==> src/rtl/alu_ctrl_pkg.sv <==
// Shared constants and types for the ALU-select decoder and the iterative MDU:
// ALU select codes, control-unit classes, funct codes, result-source and MDU state enums.
package alu_ctrl_pkg;

    localparam logic [2:0] ALU_AND = 3'b000;
    localparam logic [2:0] ALU_OR  = 3'b001;
    localparam logic [2:0] ALU_ADD = 3'b010;
    localparam logic [2:0] ALU_NOP = 3'b011;
    localparam logic [2:0] ALU_XOR = 3'b100;
    localparam logic [2:0] ALU_NOR = 3'b101;
    localparam logic [2:0] ALU_SUB = 3'b110;
    localparam logic [2:0] ALU_SLT = 3'b111;

    localparam logic [2:0] UCON_LWSW  = 3'b000;
    localparam logic [2:0] UCON_BEQ   = 3'b001;
    localparam logic [2:0] UCON_RTYPE = 3'b010;
    localparam logic [2:0] UCON_ADDI  = 3'b011;
    localparam logic [2:0] UCON_ANDI  = 3'b100;
    localparam logic [2:0] UCON_ORI   = 3'b101;
    localparam logic [2:0] UCON_SLTI  = 3'b110;
    localparam logic [2:0] UCON_ILL   = 3'b111;

    localparam logic [5:0] FN_ADD   = 6'b100000;
    localparam logic [5:0] FN_SUB   = 6'b100010;
    localparam logic [5:0] FN_AND   = 6'b100100;
    localparam logic [5:0] FN_OR    = 6'b100101;
    localparam logic [5:0] FN_SLT   = 6'b101010;
    localparam logic [5:0] FN_SLL   = 6'b000000;
    localparam logic [5:0] FN_XOR   = 6'b100110;
    localparam logic [5:0] FN_NOR   = 6'b100111;
    localparam logic [5:0] FN_MFHI  = 6'b010000;
    localparam logic [5:0] FN_MFLO  = 6'b010010;
    localparam logic [5:0] FN_MULT  = 6'b011000;
    localparam logic [5:0] FN_MULTU = 6'b011001;
    localparam logic [5:0] FN_DIV   = 6'b011010;
    localparam logic [5:0] FN_DIVU  = 6'b011011;

    typedef enum logic [1:0] {
        RES_ALU = 2'b00,
        RES_HI  = 2'b01,
        RES_LO  = 2'b10
    } res_sel_e;

    typedef enum logic [1:0] {
        MD_IDLE = 2'b00,
        MD_MUL  = 2'b01,
        MD_DIV  = 2'b10,
        MD_FIX  = 2'b11
    } md_state_e;

    // funct[1:0] of the four mult/div encodings: bit1 = divide, bit0 = unsigned
    function automatic logic is_md_funct(input logic [5:0] f);
        return f[5:2] == 4'b0110;
    endfunction

    function automatic logic is_hilo_read(input logic [5:0] f);
        return (f == FN_MFHI) || (f == FN_MFLO);
    endfunction

endpackage

==> src/rtl/alu_mdu_core.sv <==
// Iterative multiply/divide unit: radix-2 shift-add multiply, restoring divide,
// sign fix-up, HI/LO registers and a one-cycle done pulse.
import alu_ctrl_pkg::*;

module alu_mdu_core #(
    parameter int DATA_W = 32
) (
    input  logic              clk,
    input  logic              rst,
    input  logic              start,
    input  logic [1:0]        op,
    input  logic [DATA_W-1:0] a,
    input  logic [DATA_W-1:0] b,
    input  logic              flush,
    output logic              busy,
    output logic              done,
    output logic [DATA_W-1:0] hi,
    output logic [DATA_W-1:0] lo
);
    localparam int CNT_W = $clog2(DATA_W);

    md_state_e             state, state_nxt;
    logic [CNT_W-1:0]      cnt;
    logic                  last;
    logic [2*DATA_W-1:0]   acc, mul_step, div_step, fix_val;
    logic [DATA_W-1:0]     acc_hi, acc_lo, opnd;
    logic                  is_mul, neg_hi, neg_lo, dz;
    logic                  is_div, sgn_a, sgn_b, div_zero;
    logic [DATA_W-1:0]     mag_a, mag_b;
    logic [DATA_W:0]       mul_sum, div_shift, div_diff;

    assign acc_hi = acc[2*DATA_W-1:DATA_W];
    assign acc_lo = acc[DATA_W-1:0];
    assign last   = (cnt == CNT_W'(DATA_W - 1));

    always_comb begin
        is_div   = op[1];
        sgn_a    = ~op[0] & a[DATA_W-1];
        sgn_b    = ~op[0] & b[DATA_W-1];
        mag_a    = sgn_a ? -a : a;
        mag_b    = sgn_b ? -b : b;
        div_zero = is_div & (b == '0);
    end

    // the upper half doubles as the partial product (MUL) or partial remainder (DIV)
    always_comb begin
        mul_sum   = {1'b0, acc_hi} + (acc[0] ? {1'b0, opnd} : '0);
        mul_step  = {mul_sum, acc_lo[DATA_W-1:1]};
        div_shift = {acc_hi, acc_lo[DATA_W-1]};
        div_diff  = div_shift - {1'b0, opnd};
        div_step  = div_diff[DATA_W] ? {div_shift[DATA_W-1:0], acc_lo[DATA_W-2:0], 1'b0}
                                     : {div_diff[DATA_W-1:0],  acc_lo[DATA_W-2:0], 1'b1};
        if (dz)
            fix_val = acc;
        else if (is_mul)
            fix_val = neg_lo ? -acc : acc;
        else
            fix_val = {neg_hi ? -acc_hi : acc_hi, neg_lo ? -acc_lo : acc_lo};
    end

    always_ff @(posedge clk) begin
        if (rst) begin
            state <= MD_IDLE;
            done  <= 1'b0;
        end else begin
            state <= state_nxt;
            done  <= (state == MD_FIX);
        end
    end

    always_comb begin
        state_nxt = state;
        case (state)
            MD_IDLE: if (start) state_nxt = div_zero ? MD_FIX : (is_div ? MD_DIV : MD_MUL);
            MD_MUL,
            MD_DIV:  if (flush) state_nxt = MD_IDLE;
                     else if (last) state_nxt = MD_FIX;
            MD_FIX:  state_nxt = MD_IDLE;
            default: state_nxt = MD_IDLE;
        endcase
    end

    always_comb begin
        busy = (state != MD_IDLE);
    end

    always_ff @(posedge clk) begin
        if (state == MD_IDLE && start) begin
            cnt    <= '0;
            is_mul <= ~is_div;
            neg_lo <= sgn_a ^ sgn_b;
            neg_hi <= sgn_a;
            dz     <= div_zero;
            if (div_zero) begin
                acc <= {a, {DATA_W{1'b1}}};
            end else if (is_div) begin
                acc  <= {{DATA_W{1'b0}}, mag_a};
                opnd <= mag_b;
            end else begin
                acc  <= {{DATA_W{1'b0}}, mag_b};
                opnd <= mag_a;
            end
        end else if (state == MD_MUL) begin
            acc <= mul_step;
            cnt <= cnt + 1'b1;
        end else if (state == MD_DIV) begin
            acc <= div_step;
            cnt <= cnt + 1'b1;
        end
    end

    always_ff @(posedge clk) begin
        if (rst) begin
            hi <= '0;
            lo <= '0;
        end else if (state == MD_FIX) begin
            hi <= fix_val[2*DATA_W-1:DATA_W];
            lo <= fix_val[DATA_W-1:0];
        end
    end

endmodule

==> src/rtl/alu_mdu_control.sv <==
// Registered ALU-select decoder with stall handshake and optional HI/LO multiply/divide.
// Define ALU_MDU_EN to include the MDU; without it mult/div/mfhi/mflo decode as illegal.
import alu_ctrl_pkg::*;

module alu_mdu_control #(
    parameter int         DATA_W      = 32,
    parameter logic [2:0] ILLEGAL_SEL = 3'b011
) (
    input  logic              clk,
    input  logic              rst,
    input  logic              valid_i,
    input  logic [2:0]        ucon_i,
    input  logic [5:0]        funct_i,
    input  logic [DATA_W-1:0] rs_val_i,
    input  logic [DATA_W-1:0] rt_val_i,
    input  logic              flush_i,
    output logic [2:0]        alu_sel_o,
    output logic [1:0]        res_sel_o,
    output logic              illegal_o,
    output logic              stall_o,
    output logic              busy_o,
    output logic              md_done_o,
    output logic [DATA_W-1:0] hi_o,
    output logic [DATA_W-1:0] lo_o
);
    logic [2:0] dec_sel;
    res_sel_e   dec_res;
    logic       dec_ill;
    logic       accept;
`ifdef ALU_MDU_EN
    logic       dec_md;
`endif

    always_comb begin
        dec_sel = ILLEGAL_SEL;
        dec_res = RES_ALU;
        dec_ill = 1'b0;
`ifdef ALU_MDU_EN
        dec_md  = 1'b0;
`endif
        case (ucon_i)
            UCON_LWSW: dec_sel = ALU_ADD;
            UCON_BEQ:  dec_sel = ALU_SUB;
            UCON_ADDI: dec_sel = ALU_ADD;
            UCON_ANDI: dec_sel = ALU_AND;
            UCON_ORI:  dec_sel = ALU_OR;
            UCON_SLTI: dec_sel = ALU_SLT;
            UCON_RTYPE: begin
                case (funct_i)
                    FN_ADD:  dec_sel = ALU_ADD;
                    FN_SUB:  dec_sel = ALU_SUB;
                    FN_AND:  dec_sel = ALU_AND;
                    FN_OR:   dec_sel = ALU_OR;
                    FN_SLT:  dec_sel = ALU_SLT;
                    FN_SLL:  dec_sel = ALU_NOP;
                    FN_XOR:  dec_sel = ALU_XOR;
                    FN_NOR:  dec_sel = ALU_NOR;
`ifdef ALU_MDU_EN
                    FN_MFHI: dec_res = RES_HI;
                    FN_MFLO: dec_res = RES_LO;
                    FN_MULT, FN_MULTU,
                    FN_DIV,  FN_DIVU: dec_md = 1'b1;
`endif
                    default: dec_ill = 1'b1;
                endcase
            end
            default: dec_ill = 1'b1;
        endcase
    end

`ifdef ALU_MDU_EN
    // only HI/LO readers and new mult/div ops must wait for the unit
    assign stall_o = valid_i & busy_o & (ucon_i == UCON_RTYPE)
                   & (is_md_funct(funct_i) | is_hilo_read(funct_i));
`else
    assign stall_o = 1'b0;
`endif

    assign accept = valid_i & ~stall_o & ~flush_i;

    always_ff @(posedge clk) begin
        if (rst) begin
            alu_sel_o <= ILLEGAL_SEL;
            res_sel_o <= RES_ALU;
            illegal_o <= 1'b0;
        end else if (accept) begin
            alu_sel_o <= dec_sel;
            res_sel_o <= dec_res;
            illegal_o <= dec_ill;
        end else begin
            alu_sel_o <= ILLEGAL_SEL;
            res_sel_o <= RES_ALU;
            illegal_o <= 1'b0;
        end
    end

`ifdef ALU_MDU_EN
    alu_mdu_core #(
        .DATA_W (DATA_W)
    ) u_core (
        .clk   (clk),
        .rst   (rst),
        .start (accept & dec_md),
        .op    (funct_i[1:0]),
        .a     (rs_val_i),
        .b     (rt_val_i),
        .flush (flush_i),
        .busy  (busy_o),
        .done  (md_done_o),
        .hi    (hi_o),
        .lo    (lo_o)
    );
`else
    logic unused_operands;
    assign unused_operands = ^{rs_val_i, rt_val_i};
    assign busy_o    = 1'b0;
    assign md_done_o = 1'b0;
    assign hi_o      = '0;
    assign lo_o      = '0;
`endif

endmodule

==> config.mk <==
export PLATFORM = sky130hd
export DESIGN_NAME = alu_mdu_control
export DESIGN_NICKNAME = d
export VERILOG_FILES = /design/src/rtl/alu_ctrl_pkg.sv /design/src/rtl/alu_mdu_core.sv /design/src/rtl/alu_mdu_control.sv
export SDC_FILE = /design/constraint.sdc
export NUM_CORES = 1
export LEC_CHECK = 0
export ABC_CLOCK_PERIOD_IN_PS = 1300
export CAP_MARGIN = 25
export CORE_MARGIN = 3
export CORE_UTILIZATION = 17
export DETAILED_ROUTE_END_ITERATION = 6
export PLACE_DENSITY_LB_ADDON = 0.25
export SKIP_LAST_GASP = 1
export SYNTH_ARGS = -nofsm -noshare
export SYNTH_HDL_FRONTEND = slang
export SYNTH_HIERARCHICAL = 1
export SYNTH_SLANG_ARGS = --single-unit
==> constraint.sdc <==
create_clock -name clk -period 1.3 [get_ports clk]
set_clock_uncertainty 0.2 [all_clocks]
set_input_delay 0.195 -clock clk [delete_from_list [all_inputs] [get_ports clk]]
set_output_delay 0.195 -clock clk [all_outputs]
set_load 0.02 [all_outputs]
==> results by stage <==
Die:
- The starting density of the core is 18.2%.
- The area of the core is 4140 sq um.
- The floorplan step set the die height to 72.7 um.
- In this run the horizontal extent of the chip is 72.7 um.
- The floorplan step defined a die boundary enclosing 5280 sq um.
- 150 I/O pins were placed.
- In this run the core area contains 23 standard-cell rows.

Timing:
- The final period demand of the worst path is 1.25 ns.
- The achievable clock frequency is 799 MHz.
- The worst slack on hold paths is 0.146 ns.
- The part of the cycle the worst path needs is 96.3%.
- Setup repair after global routing could not meet its margin everywhere.
- Setup violations remaining at the end of the flow were counted as 0.
- The hold violation count in the final report is 0.
- After routing, the total negative slack on setup checks comes to 0 ns.
- The total count of max-transition violations in the final report is 0.

GRT:
- Across every metal layer, demand over resource in global routing totals 3.98%.
- The global-route wire length before repair is 1560 um.
- The total grt overflow is 0.
- The number of antenna violations at the first check in global routing is 0.
- The number of global-route vias before repair is 343.
- The pin count of the biggest net entering global routing is 7.

Yosys:
- In the synthesized netlist the async set-or-reset flop fraction comes to 0%.
- The commonest cells after synthesis are 69 x sky130_fd_sc_hd__buf_4, 4 x sky130_fd_sc_hd__dfxtp_1, 4 x sky130_fd_sc_hd__nand2_1.
- The fraction of synthesized cell area taken by the top area cell type is 68.5%.
- Synthesis instantiated 18 different standard cells from the library.
- The number of synthesized flops with an enable pin is 0.
- Among all flip-flop cells after synthesis, the most frequent one is sky130_fd_sc_hd__dfxtp_1.
- Summing the sequential cell areas from Yosys gives 10.6% of the chip area.
- Summed over all instances, the cell type with the most area after synthesis is sky130_fd_sc_hd__buf_4.
- Synthesis inferred 4 register bits.
- In this run the cell area of the synthesized design comes to 756 sq um.
- Each instance of the synthesized netlist takes up on average 7.56 sq um.
- The cell count after synthesis is 100.
- The number of warnings reported in the yosys synthesis log is 6.
- The leading cell type by number of instances after synthesis is sky130_fd_sc_hd__buf_4.
- After synthesis, the cell types taking the most area are sky130_fd_sc_hd__buf_4 69%, sky130_fd_sc_hd__dfxtp_1 11%, sky130_fd_sc_hd__nand2b_1 2.5%, sky130_fd_sc_hd__nor2b_1 2.5%, sky130_fd_sc_hd__nor4b_1 2.3%.

Drt:
- The number of antenna-violating nets in the routed design is 0.
- Across all layers, the routed design uses 492 vias.
- For this block, the initial DRC count from the detailed router was 18.
- After detailed routing, the total wire length is 1350 um.
- The via count normalized by instance count is 2.80.
- The pre-antenna-repair detailed-routing pass consisted of 2 iterations.
- The DRC violation count after routing is 0.
- In the final routed layout, each cell accounts on average for 7.64 um.

Clocking:
- For this design, the sink count on the clock tree is 4.
- Buffers inserted during clock tree synthesis total 3.
- In this run the deepest clock path goes through 2 buffers.
- The CTS tree is done.
- The post-cts hold buffer count is 0.
- The number of levels in the clock H-tree is 1.
- Clock-pin slew was measured on the worst setup and hold paths at 0.03 ns.
- Once the clock tree was built, the setup fixing pass inserted 0 buffers.
- The root buffer cell is sky130_fd_sc_hd__clkbuf_8.

Power:
- VDD sags by at most 0.275 mV.
- In this run the static leakage power is 0.461 nW.
- The power density over the cells is 784 nW/um^2.

Final layout:
- The repair_antennas step left the layout with diodes totalling 0.
- The fraction of final layout cells sized beyond drive strength 1 is 19.8%.
- Compared with the post-synthesis result, the final layout area differs by 15.7%.
- After the last flow step, the layout net total stands at 205.
- The finished layout holds 176 standard cells, fillers aside.
- The footprint of the flip-flops and latches is 80.1 sq um.
- In the final layout, the multi-input gates occupy 467 sq um.
- Counting the fill cells in the layout gives 473.
- The share of the core filled with cells in the final layout is 21.1%.
- With fillers left out, the area of the finished cells amounts to 875 sq um.

Worst setup path:
- The worst setup path is launched from an input port.
- Data on the critical path arrives at its endpoint at 1.15 ns.
- The endpoint required time on the critical path is 1.20 ns.
- The critical path is of the in -> reg type.
- The worst setup path is captured at a flop.
- Of all nets on the critical path, the largest fanout is 2.

Outcome:
- The flow ran to the end, and the final reports show no timing, DRC or antenna violations.

Worst hold path:
- The worst hold path was traced through 3 stages.
- The min-delay analysis places its worst path in the category in -> reg.

Placement:
- In this run the cell area measured after placement is 776 sq um.
- Input and output buffers added on the ports amount to 16.
- The congestion estimate from routability-driven global placement came to 0.713.
- The wire-length estimate of the detail-placed layout is 1100 um.
- Once placement completed, the tool counted placed cells totaling 173.

Run:
- The tool flagged a number of max-cap violations equal to 0.
## worst max-delay path, stage by stage
cell and delay [ns]:
sky130_fd_sc_hd__clkdlybuf4s50_1 0.50, sky130_fd_sc_hd__nor2b_2 0.16, sky130_fd_sc_hd__nor4b_2 0.20, sky130_fd_sc_hd__o21ai_1 0.09
## layout make-up
class	instances	area share (%)
Inverter	1	0.429
Timing Repair Buffer	24	25.2
Multi-Input combinational cell	94	53.4
Tap cell	50	7.15
Clock buffer	3	4.72
Sequential cell	4	9.16
## cells by family (layout without fill, tap and decap cells)
| logic type | Yosys count | in the layout | synth area share, % |
|---|---|---|---|
| flops | 4 | 4 | 10.6 |
| other cells | 1 | 69 | 0.496 |
| simple gates | 18 | 18 | 13.9 |
| compound gates | 7 | 7 | 5.96 |
| buf+inv | 70 | 28 | 69.0 |
## metrics by stage
stage                     setup slack (ns)  power, W
after floorplan                     0.0191  0.000484
after global placement              -0.541  0.000400
after detailed placement            -0.529  0.000398
after CTS                           -0.103  0.000677
after global routing              -0.00100  0.000723
final                               0.0481  0.000686
## worst paths after layout
path	from	endpoint	slack [ns]
worst max-delay path	ucon_i[1]	alu_sel_o[1]$_SDFF_PP1_	0.05
worst min-delay path	ucon_i[0]	illegal_o$_SDFF_PP0_	0.15
## what timing repair did
item                                    4_1_cts  5_1_grt
hold endpoints to repair                      0        0
gates resized for setup                      16       32
endpoints found under the setup margin        8        4
pin swaps                                     1        4
## layout by cell type, fill, tap and decap left out, types with 2 or more instances in the layout
cell and instances:
sky130_fd_sc_hd__nor2_1 2, sky130_fd_sc_hd__nand2b_1 2, sky130_fd_sc_hd__dfxtp_1 4, sky130_fd_sc_hd__clkdlybuf4s50_1 5, sky130_fd_sc_hd__clkdlybuf4s15_1 2, sky130_fd_sc_hd__nand2_1 4
sky130_fd_sc_hd__buf_6 5, sky130_fd_sc_hd__clkbuf_2 2, sky130_fd_sc_hd__clkbuf_8 3, sky130_fd_sc_hd__buf_4 6, sky130_fd_sc_hd__dlygate4sd2_1 3, sky130_fd_sc_hd__conb_1 69
sky130_fd_sc_hd__o21ai_1 2
## report_power, final
group	switching [W]	internal [W]	total (W)	leakage, nW
sequential	0.000000501	0.000126	0.000127	0.0325
clock	0.0000701	0.000198	0.000268	0.0216
combinational	0.000223	0.0000683	0.000291	0.407
total	0.000293	0.000392	0.000686	0.461
## routing by layer
| metal | wire length, um | track usage, % | vias up |
|---|---|---|---|
| met5 | 0 | 0 | - |
| met4 | 17 | 1.84 | 0 |
| met3 | 267 | 2.34 | 2 |
| met2 | 603 | 5.71 | 48 |
| met1 | 457 | 4.71 | 209 |
| li1 | - | - | 233 |
## state kept, by name, summed over array words and instances (netlist names)
signal	cells
alu_sel_o	3
illegal_o	1
No activity file was read; power rests on OpenSTA's default activity.
==> edit 1, RTL diff (config.mk and constraints unchanged) <==
The parameter `DATA_W` goes from 32 to 40.
--- a/src/rtl/alu_mdu_control.sv
+++ b/src/rtl/alu_mdu_control.sv
@@ -4,5 +4,5 @@
 
 module alu_mdu_control #(
-    parameter int         DATA_W      = 32,
+    parameter int         DATA_W      = 40,
     parameter logic [2:0] ILLEGAL_SEL = 3'b011
 ) (
Interface: changed (resized hi_o, lo_o, rs_val_i and rt_val_i); port bits go from 150 to 182. The function was not compared with the original's and may differ.
==> edit 1 against the unedited design <==
Wire length increased by 4.3%. Area after synthesis increased by 16%. Sequential share of layout area decreased by 0.58 points. Sequential cell count unchanged. Clock power decreased by 5%. Count of clock-buffer cells in the layout unchanged. Combinational power increased by 12%. Design area increased by 6.7%. Via count increased by 9.6%. Cell count increased by 19%. Die area increased by 15%. Setup slack got worse by 0.0059 ns. Total power increased by 3.3%. Largest power group unchanged. Highest routed layer unchanged.
==> edit 1: results (changes against the unedited design) <==
Clk Tree Root Cell - clkbuf_8
worst-path fanout max - 2 (unchanged)
register area share after synthesis - 0.0914 (-0.0145)
crit-path leading delay family - buffers and inverters
vias in the first global route - 331 (-3.5%)
initial antenna violation count - 0 (unchanged)
H-tree depth - 1 (unchanged)
gr usage total - 0.0316 (-0.00815)
fin cells - 209 (+19%)
biggest regs - alu_sel_o: 3 flops, illegal_o: 1 flops
unique cell type count in the Yosys netlist - 18 (unchanged)
Yosys warnings - 6 (unchanged)
DR vias/cell - 2.58 (-7.7%)
setup slack at placement - -0.498 ns (+0.0312 ns)
crit path DAT - 1.15 ns (about the same)
Total Wirelength - 1.40 mm (+4.3%)
I/O Buffers - 16 (unchanged)
Max Slew Vio Count - 0 (unchanged)
top post-synthesis cells by area - buf_4, dfxtp_1, nand2b_1
# diodes - 0 (unchanged)
first-pass GRT wire length - 1.50 mm (-3.5%)
ys flop type - dfxtp_1
first-iteration detailed-routing DRC count - 9 (-9)
Worst-path clk slew - 0.03 ns (about the same)
DRT Pass-1 Iters - 4 (+2)
CTS Buf Count - 3 (unchanged)
HP Class - in -> reg
DP Wirelength - 1.19 mm (+8.3%)
peak supply drop - 285 uV (+3.6%)
share of post-route cells with drive strength above 1 - 0.190 (-0.00827)
Hold Path Depth - 3 (unchanged)
Post-synth ARST share - 0 (unchanged)
Layout fillers - 566 (+20%)
max incr delay on CP - 0.49 ns
Pleak - 0.522 nW (+13%)
largest net degree at the start of global routing - 7 (unchanged)
CTS max path bufs - 2 (unchanged)
outcome - complete, no violations
Slowest cell on crit path - clkdlybuf4s50_1
Syn Area/Cell - 7.55 um^2 (about the same)
Commonest cells post-synth - buf_4, dfxtp_1, nand2_1
Placer Congestion - 0.736 (+3.3%)
final net count - 237 (+16%)
edit 1: changes by cell type after synthesis:
cell	change
buf_4	+16
edit 1: repair_timing:
item	in CTS	in global routing
endpoints found under the setup margin	8	4
resized for setup	16	23
pin swaps	4	3
hold buffers	0	0
buffers inserted	0	1
edit 1: where the power goes:
| group | switching [mW] | total [mW] | internal [mW] |
|---|---|---|---|
| combinational | 0.265 | 0.326 | 0.0612 |
| sequential | 0.000361 | 0.127 | 0.126 |
| clock | 0.0586 | 0.255 | 0.197 |
| total | 0.324 | 0.708 | 0.384 |
edit 1: kinds of logic (layout without fill, tap and decap cells):
kind of cell,count (synthesis),count (layout),synth area share
other,1,85,0.00428
buffers and inverters,86,28,0.733
AO/OA/AOI/OAI,7,7,0.0514
flip-flops,4,4,0.0914
AND/OR/NAND/NOR,18,18,0.120
edit 1: metal layers:
| layer | GRT usage | part of all wire |
|---|---|---|
| met1 | 0.0291 | 0.26 |
| met2 | 0.0531 | 0.53 |
| met3 | 0.0174 | 0.20 |
| met4 | 0.0214 | 0.015 |
| met5 | 0 | 0 |
edit 1: layout make-up:
| type | instances | area [um^2] | area share |
|---|---|---|---|
| multi-input cells | 110 | 531 | 0.568 |
| inverters | 1 | 3.75 | 0.00402 |
| clock buffers | 3 | 41.3 | 0.0442 |
| flip-flops and latches | 4 | 80.1 | 0.0858 |
| well taps | 67 | 83.8 | 0.0898 |
| repair buffers | 24 | 194 | 0.208 |
edit 1: final timing paths:
| kind | startpoint | to | slack (ns) |
|---|---|---|---|
| hold / removal | ucon_i[0] | alu_sel_o[2] | 0.14 |
| setup / recovery | ucon_i[1] | alu_sel_o[1] | 0.04 |
edit 1: stage by stage:
stage / total power [mW] / utilization / area [um^2]
floorplan: 0.561 / - / 1190
global placement: 0.437 / 0.175 / 850
detailed placement: 0.435 / 0.175 / 850
CTS: 0.692 / 0.187 / 905
global route: 0.742 / 0.193 / 933
finish: 0.708 / 0.193 / 933
==> edit 2, RTL diff (same settings) <==
Made on the original files. Make the reset (`rst`) asynchronous in one clocked block.
--- a/src/rtl/alu_mdu_control.sv
+++ b/src/rtl/alu_mdu_control.sv
@@ -79,5 +79,5 @@
     assign accept = valid_i & ~stall_o & ~flush_i;
 
-    always_ff @(posedge clk) begin
+    always_ff @(posedge clk or posedge rst) begin
         if (rst) begin
             alu_sel_o <= ILLEGAL_SEL;
Formal check against the unedited RTL: differs if rst is asserted again (counterexample within 4 cycles, from zero or initial values and one cycle with rst high); with rst held inactive, the same outputs for 10 cycles.
==> edit 2 against the unedited design <==
Wire length is 1.9% lower. Total power grew 1.1%. Critical path depth unchanged. Setup slack got worse by 0.025 ns. Non-clock buffer count decreased by 3. Sequential cell count stayed put. Area after synthesis increased by 5.6%. Synthesized cell count rose by 3.0%. Design area fell by 4.4%. Critical path type unchanged. Critical endpoint is now alu_sel_o[2]. Largest cell class unchanged. Largest power group unchanged.
==> edit 2: results (changes against the unedited design) <==
DR vias/cell - 2.70 (-3.5%)
Hold Path Depth - 3 (unchanged)
DP Wirelength - 1.15 mm (+4.3%)
top post-synthesis cells by area - buf_4, dfstp_2, dfrtp_1
# diodes - 0 (unchanged)
H-tree depth - 1 (unchanged)
HP Class - in -> reg
first-iteration detailed-routing DRC count - 17 (-1)
Placer Congestion - 0.704 (-1.2%)
Yosys warnings - 6 (unchanged)
DRT Pass-1 Iters - 3 (+1)
largest net degree at the start of global routing - 8 (+1)
Total Wirelength - 1.32 mm (-1.9%)
vias in the first global route - 386 (+13%)
worst-path fanout max - 5 (+3)
initial antenna violation count - 0 (unchanged)
Max Cap Viol - 0 (unchanged)
Pleak - 0.455 nW (-1.3%)
ys flop type - dfstp_2
Syn Area/Cell - 7.75 um^2 (+2.6%)
unique cell type count in the Yosys netlist - 23 (+5)
peak supply drop - 135 uV (-51%)
biggest regs - alu_sel_o: 3 flops, illegal_o: 1 flops
Switching Share - 0.422 (-0.00621)
outcome - complete, no violations
first-pass GRT wire length - 1.57 mm (+0.90%)
register area share after synthesis - 0.129 (+0.0226)
dpl cells - 174 (+0.58%)
gr usage total - 0.0384 (-0.00137)
share of post-route cells with drive strength above 1 - 0.142 (-0.0567)
CTS max path bufs - 2 (unchanged)
post-CTS setup buffers - 0 (unchanged)
Layout fillers - 518 (+9.5%)
Commonest cells post-synth - buf_4, nand2_1, nor2_1
Post-synth ARST share - 1.00 (+1.00)
Worst-path clk slew - 0.04 ns
most frequent cell after synthesis - buf_4
drt wl/cell - 7.37 um (-3.5%)
## edit 2: layout make-up
class | instances | area share
sequential | 4 | 0.123
timing repair buffer | 21 | 0.228
clock buffer | 4 | 0.0539
tap | 52 | 0.0778
multi-input combinational | 95 | 0.504
inverter | 3 | 0.0135
## edit 2: repair_timing
action	CTS	global route
gates resized for setup	7	3
setup endpoints to repair	4	5
cloned	0	0
endpoints found under the hold margin	2	0
hold buffers	1	0
## edit 2: cells by family (layout without fill, tap and decap cells)
group,Yosys count,count (layout),share of synthesized area
other,1,69,0.00470
flip-flops,4,4,0.129
AND/OR/NAND/NOR,19,19,0.133
AO/OA/AOI/OAI,7,7,0.0705
buffers and inverters,72,28,0.663
## edit 2: critical path: stages
cell and delay, ns:
clkdlybuf4s50_1 0.47, nand2b_1 0.20, a41oi_1 0.22, o21ai_1 0.09
## edit 2: power groups by stage
stage | Sequential (mW) | Clock, mW | Combinational [mW]
6_report | 0.132 | 0.277 | 0.285
5_1_grt | 0.132 | 0.297 | 0.308
4_1_cts | 0.132 | 0.281 | 0.281
3_5_place_dp | 0.133 | 0 | 0.281
3_3_place_gp | 0.133 | 0 | 0.283
2_1_floorplan | 0.139 | 0 | 0.363
## edit 2: final timing paths
path / endpoint / start / slack (ns)
max: alu_sel_o[2] / funct_i[2] / 0.02
min in group asynchronous: alu_sel_o[2] / rst / 0.53
min: illegal_o / ucon_i[2] / 0.16
max in group asynchronous: alu_sel_o[0] / rst / 0.14
## edit 2: metal layers
layer	routed length [um]	vias up	track usage
li1	-	233	-
met1	442	205	0.0378
met2	634	45	0.0654
met3	243	0	0.0135
met4	0	0	0.0296
met5	0	-	0
## edit 2: through the flow
| stage | setup slack (ns) | cell area [um^2] | hold slack [ns] | utilization |
|---|---|---|---|---|
| 3_5_place_dp | -0.213 | 791 | 0.192 | 0.178 |
| 6_report | 0.0226 | 836 | 0.164 | 0.188 |
| 2_1_floorplan | 0.351 | 1050 | -0.240 | - |
| 5_1_grt | -0.0509 | 836 | 0.180 | 0.188 |
| 3_3_place_gp | -0.251 | 791 | 0.199 | 0.178 |
| 4_1_cts | -0.148 | 837 | 0.512 | 0.188 |
